`src/rtl/ds_rr_arbiter.sv`:
```
// ds_rr_arbiter: N-to-1 round-robin arbiter and mux for DataStream sources.
//
// One downstream sink (typically the write side of a DataStream FIFO) is
// shared between N requesters. A grant is held for a burst of up to MAXBURST
// words, or until the granted source drops i_val, then passes to the next
// requester in round-robin order. Each new grant costs one bubble cycle.
//
// Parameters:
//   DWIDTH    stream width
//   N         number of inbound streams (>= 1)
//   MAXBURST  maximum words per grant; 0 means unlimited
//
// Ports:
//   reset  synchronous, active-high reset
//   clk    clock
//   i_dat  inbound data, stream k is bits [k*DWIDTH +: DWIDTH]
//   i_val  inbound valid, one per stream
//   i_rdy  inbound ready, one per stream (only the granted stream can be ready)
//   o_dat  outbound data
//   o_val  outbound valid
//   o_rdy  outbound ready
//   o_sel  index of the granted stream (0 while idle)
//
// Optional feature: define DS_RR_ARBITER_OREG_EN to insert a 2-entry skid
// slice between the mux and o_dat/o_val. This breaks the o_rdy -> i_rdy
// combinational path at the cost of one cycle of latency, with full
// throughput. Without the macro the output path is purely combinational.
module ds_rr_arbiter #(
  parameter int DWIDTH   = 8,
  parameter int N        = 4,
  parameter int MAXBURST = 16,
  localparam int SW      = (N > 1) ? $clog2(N) : 1
) (
  input  logic                reset,
  input  logic                clk,
  input  logic [N*DWIDTH-1:0] i_dat,
  input  logic [N-1:0]        i_val,
  output logic [N-1:0]        i_rdy,
  output logic [DWIDTH-1:0]   o_dat,
  output logic                o_val,
  input  logic                o_rdy,
  output logic [SW-1:0]       o_sel
);

  localparam int CW = (MAXBURST > 0) ? $clog2(MAXBURST + 1) : 1;

  localparam logic [0:0] ST_IDLE  = 1'b0;
  localparam logic [0:0] ST_GRANT = 1'b1;

  // Last burst index; only meaningful when MAXBURST is non-zero.
  localparam logic [CW-1:0] CNT_LAST = CW'((MAXBURST > 0) ? MAXBURST - 1 : 0);
  localparam logic [CW-1:0] CNT_ONE  = CW'(1);
  localparam logic [SW-1:0] SEL_ONE  = SW'(1);
  localparam logic [SW-1:0] SEL_MAX  = SW'(N - 1);

  logic [0:0]        state_r;
  logic [SW-1:0]     sel_r;
  logic [SW-1:0]     ptr_r;
  logic [CW-1:0]     cnt_r;

  logic [DWIDTH-1:0] dat_arr_s [N];
  logic [SW-1:0]     pick_s;
  logic [SW-1:0]     cand_s;
  logic              found_s;
  logic [SW-1:0]     sel_inc_s;
  logic              grant_s;
  logic              mux_val_s;
  logic [DWIDTH-1:0] mux_dat_s;
  logic              core_rdy_s;
  logic              xfer_s;
  logic              release_s;

  genvar g;
  for (g = 0; g < N; g++) begin : g_unpack
    assign dat_arr_s[g] = i_dat[g*DWIDTH +: DWIDTH];
  end

  assign grant_s   = (state_r == ST_GRANT);
  assign mux_val_s = grant_s & i_val[sel_r];
  assign mux_dat_s = dat_arr_s[sel_r];
  assign xfer_s    = mux_val_s & core_rdy_s;
  assign sel_inc_s = (sel_r == SEL_MAX) ? '0 : sel_r + SEL_ONE;
  assign o_sel     = grant_s ? sel_r : '0;

  // Release on a dropped valid, or on the transfer that completes a burst.
  assign release_s = grant_s &
                     (~i_val[sel_r] |
                      (xfer_s & (MAXBURST != 0) & (cnt_r == CNT_LAST)));

  // Round-robin pick: first requesting stream at or after ptr, modulo N.
  always_comb begin
    pick_s  = ptr_r;
    cand_s  = ptr_r;
    found_s = 1'b0;
    for (int i = 0; i < N; i++) begin
      cand_s = SW'((int'(ptr_r) + i) % N);
      if (!found_s && i_val[cand_s]) begin
        pick_s  = cand_s;
        found_s = 1'b1;
      end else begin
        found_s = found_s;
      end
    end
  end

  // Only the granted stream sees the (internal) downstream ready.
  always_comb begin
    i_rdy = '0;
    if (grant_s) begin
      i_rdy[sel_r] = core_rdy_s;
    end else begin
      i_rdy = '0;
    end
  end

  // Grant FSM: arbitration in IDLE, burst counting and release in GRANT.
  always_ff @(posedge clk) begin
    if (reset) begin
      state_r <= ST_IDLE;
      sel_r   <= '0;
      ptr_r   <= '0;
      cnt_r   <= '0;
    end else begin
      case (state_r)
        ST_IDLE: begin
          if (|i_val) begin
            sel_r   <= pick_s;
            cnt_r   <= '0;
            state_r <= ST_GRANT;
          end
        end
        ST_GRANT: begin
          if (release_s) begin
            state_r <= ST_IDLE;
            ptr_r   <= sel_inc_s;
          end else if (xfer_s && (MAXBURST != 0)) begin
            // Unlimited bursts leave cnt parked at zero so it never wraps.
            cnt_r <= cnt_r + CNT_ONE;
          end
        end
        default: begin
          state_r <= ST_IDLE;
        end
      endcase
    end
  end

`ifdef DS_RR_ARBITER_OREG_EN
  // Two-entry skid slice; entry 0 is always the head presented on o_dat.
  logic [DWIDTH-1:0] sk0_r;
  logic [DWIDTH-1:0] sk1_r;
  logic [1:0]        sk_cnt_r;
  logic              sk_pop_s;

  assign core_rdy_s = (sk_cnt_r != 2'd2);
  assign sk_pop_s   = (sk_cnt_r != 2'd0) & o_rdy;
  assign o_val      = (sk_cnt_r != 2'd0);
  assign o_dat      = sk0_r;

  // Slice storage: push from the mux, pop toward the sink.
  always_ff @(posedge clk) begin
    if (reset) begin
      sk0_r    <= '0;
      sk1_r    <= '0;
      sk_cnt_r <= 2'd0;
    end else begin
      case ({xfer_s, sk_pop_s})
        2'b10: begin
          if (sk_cnt_r == 2'd0) begin
            sk0_r <= mux_dat_s;
          end else begin
            sk1_r <= mux_dat_s;
          end
          sk_cnt_r <= sk_cnt_r + 2'd1;
        end
        2'b01: begin
          sk0_r    <= sk1_r;
          sk_cnt_r <= sk_cnt_r - 2'd1;
        end
        2'b11: begin
          if (sk_cnt_r == 2'd1) begin
            sk0_r <= mux_dat_s;
          end else begin
            sk0_r <= sk1_r;
            sk1_r <= mux_dat_s;
          end
        end
        default: begin
          sk_cnt_r <= sk_cnt_r;
        end
      endcase
    end
  end
`else
  assign core_rdy_s = o_rdy;
  assign o_val      = mux_val_s;
  assign o_dat      = mux_dat_s;
`endif

endmodule

```
`config.mk`:
```
export PLATFORM = sky130hd
export DESIGN_NAME = ds_rr_arbiter
export DESIGN_NICKNAME = d
export VERILOG_FILES = /design/src/rtl/ds_rr_arbiter.sv
export SDC_FILE = /design/constraint.sdc
export NUM_CORES = 1
export LEC_CHECK = 0
export ABC_CLOCK_PERIOD_IN_PS = 3400
export BUFFER_PORTS_ARGS = -buffer_cell sky130_fd_sc_hd__buf_2
export CAP_MARGIN = 15
export CORE_MARGIN = 8
export CORE_UTILIZATION = 45
export CTS_CLUSTER_DIAMETER = 120
export DETAILED_ROUTE_END_ITERATION = 16
export GPL_TIMING_DRIVEN = 0
export PLACE_DENSITY = 0.83
export SLEW_MARGIN = 15
export SYNTH_ARGS = -nofsm -noshare
export SYNTH_HDL_FRONTEND = slang
export SYNTH_SLANG_ARGS = --single-unit
```
`constraint.sdc`:
```
create_clock -name clk -period 3.4 [get_ports clk]
set_input_delay 0.68 -clock clk [delete_from_list [all_inputs] [get_ports clk]]
set_output_delay 0.68 -clock clk [all_outputs]
set_load 0.02 [all_outputs]
```
==> metrics <==
status finished, final reports clean; initial core utilization 0.461; crit path max fanout 10; Leak between 0.5 and 0.6 nW; Rel. slew slack 0.657; commonest non-fill, non-tap cell in the layout buf_2; 1st-iter DRT viols 35; clock transition at the registers of the reported paths ~60 ps; fin util 0.635; worst-path cell chain buf_1 > inv_1 > ha_1 > and3_1 > buf_2; first-pass GRT wire length between 4000 and 5000 um; Buffers & Inverters on Critical Path 3; Vias 948; Worst path slowest cell buf_1; DR pass1 iterations 4; GPL Wtd Cong 0.811; Synth Area in Adders 0.0856; fraction of the mapped netlist area in compound gates 0.103; Ports 54; Synth Warn # 0; ant diodes 0; GRT Total Usage 0.154; setup TNS 0 ps; DIE WIDTH ~60 um; die footprint around 3600 um^2; Simple-Gate Fraction of Synth Area 0.221; PwrDens ~310 nW/um^2; final worst slack roughly 870 ps; Psw between 0.1 and 0.15 mW; H-tree lvl count 1; Worst Setup End Kind output port; final WL around 2800 um; hold crit path type reg -> reg; Nets 192; Mapped Cells 90; Final Hold Fails 0; pin count of the biggest net entering global routing 11; clock skew approximately 1.8 ps; fin crit share 0.744; RSZ-0062 raised after global routing no; worst skew pair latency around 260 ps; vias in the first global route 950; slew at the pin closest to its max-slew limit 510 ps; worst setup path startpoint sel_r[1]; Critical Path Max Stage Delay 440 ps; CTS tree yes; std cell rows 16; internal power 0.252 mW; WHS Path Cells 2; CP Class reg -> out; FF+latch count, synth 10; CTS root buffer clkbuf_4; Max-Cap Viols 0; worst reg2reg path endpoint cnt_r[4]; mux cell area share after synthesis 0.297; Yosys cell types 32; most frequent cells in the layout buf_2 (53), nor2_1 (12), dfxtp_1 (10); WHS Endpoint cnt_r[3]; Synth Area per Inst roughly 9.7 um^2; CTS buffer count 3; Sink Count 10; Reg2Reg Launch Point cnt_r[0]; drt wl/cell between 15 and 20 um; part of the power in registers 0.346; worst slack at placement approximately 1000 ps; CTS resizes 0; Placed Cells 169; number of vias per cell 5.48; Max Clk Rate just under 0.4 GHz; Post-route DRC 0; CTS Buffer Depth 2; fin cells around 170; final slew viol count 0; Arr. time, crit path ~1900 ps; Logic pwr share 0.369; Post-Syn Area just under 900 um^2; CP required 2720 ps; CP top delay family buffers and inverters; PortBufs 52; share of cells above drive strength 1 0.493; Die Y about 60 um; xor/xnor cell area share of the yosys netlist 0.0300; clock network fraction of total power 0.285; hpwl dp around 2300 um; CTS Hold Bufs 0; hold_sp cnt_r[3]; setup bufs post-CTS 0; largest family of logic cells by synthesized area multiplexers; Area growth syn-to-layout 37.7%; r2r setup slk 1600 ps; peak supply drop 281 uV; initial antenna violation count 0; Seq/Total Area, Yosys 0.228; area of the core 1900 um^2; Post-DRT Antenna Nets 0; Net Sw Frac 0.321; crit path time final ~2500 ps; grt total ovfl 0; post-synth net total between 100 and 150; startpoint types flip-flop; reg2reg path depth 7; final setup violation count 0
-- registers in the layout (all words and copies together) (netlist names) --
signal   flops
cnt_r        5
grant_s      1
ptr_r        2
sel_r        2
-- cell families after synthesis --
| logic type | after synthesis |
|---|---|
| flip-flops | 10 |
| multiplexers | 14 |
| adder cells (fa/ha/maj) | 6 |
| XOR/XNOR | 3 |
| AO/OA/AOI/OAI | 13 |
| buffers and inverters | 8 |
| AND/OR/NAND/NOR | 36 |
-- tightest hold or removal path: stages, from the launching register on --
cell and delay (ps):
dfxtp_1 340, xor2_1 70, nor2_1 70
-- worst max path at each step --
| stage | to | slack, ps | cells past startpoint |
|---|---|---|---|
| after detailed placement | o_val | 1000 | 4 |
| after floorplan | o_val | 1280 | 2 |
| after CTS | i_rdy[0] | 850 | 5 |
| after global routing | i_rdy[0] | 720 | 5 |
| after global placement | o_val | 1020 | 4 |
| final | i_rdy[0] | 870 | 5 |
-- cells in the mapped netlist, drive strengths merged --
library cell  instances  area share
nor2                 13       0.058
dfxtp                10        0.23
mux4                  9        0.23
and3                  6       0.043
ha                    6       0.086
a21oi                 5       0.029
inv                   4       0.017
nor2b                 4       0.029
mux2                  3       0.043
nand3                 3       0.017
o21ai                 3       0.017
xor2                  3       0.030
buf                   2       0.010
clkbuf                2      0.0086
mux2i                 2       0.023
nand2                 2       0.011
nor3b                 2       0.017
a2111o                1       0.013
a21boi                1      0.0086
a221oi                1       0.017
and2                  1      0.0071
and3b                 1       0.010
nand3b                1      0.0086
nor3                  1      0.0057
nor4                  1      0.0071
o211ai                1      0.0086
o221ai                1       0.010
or2                   1      0.0071
-- cell type report --
type | count | area (um^2)
buffer | 4 | 16.3
clock buffer | 4 | 36.3
fill | 173 | 694
inverter | 4 | 15.0
multi-input combinational | 72 | 646
sequential | 10 | 200
tap | 27 | 33.8
timing repair buffer | 52 | 260
-- per-stage QoR --
| step | hold WS (ps) | area, um^2 | power, mW |
|---|---|---|---|
| finish | 512 | 1210 | 0.371 |
| global route | 549 | 1210 | 0.391 |
| CTS | 515 | 1210 | 0.373 |
| detailed placement | 496 | 1170 | 0.267 |
| global placement | 490 | 1170 | 0.264 |
| floorplan | 472 | 877 | 0.216 |
-- power by group through the flow --
stage	clock (mW)	sequential [mW]	combinational, mW
global route	0.114	0.129	0.148
global placement	0	0.131	0.133
finish	0.106	0.128	0.137
detailed placement	0	0.131	0.136
CTS	0.108	0.128	0.137
floorplan	0	0.130	0.0861
-- per-layer routing --
metal / vias up / global-route usage / wire length, um
met5: - / 0 / 0
met4: 0 / 0.0340 / 0
met3: 0 / 0.0710 / 432
met2: 67 / 0.276 / 1240
met1: 432 / 0.158 / 1130
li1: 449 / - / -
No activity file was read; power rests on OpenSTA's default activity.
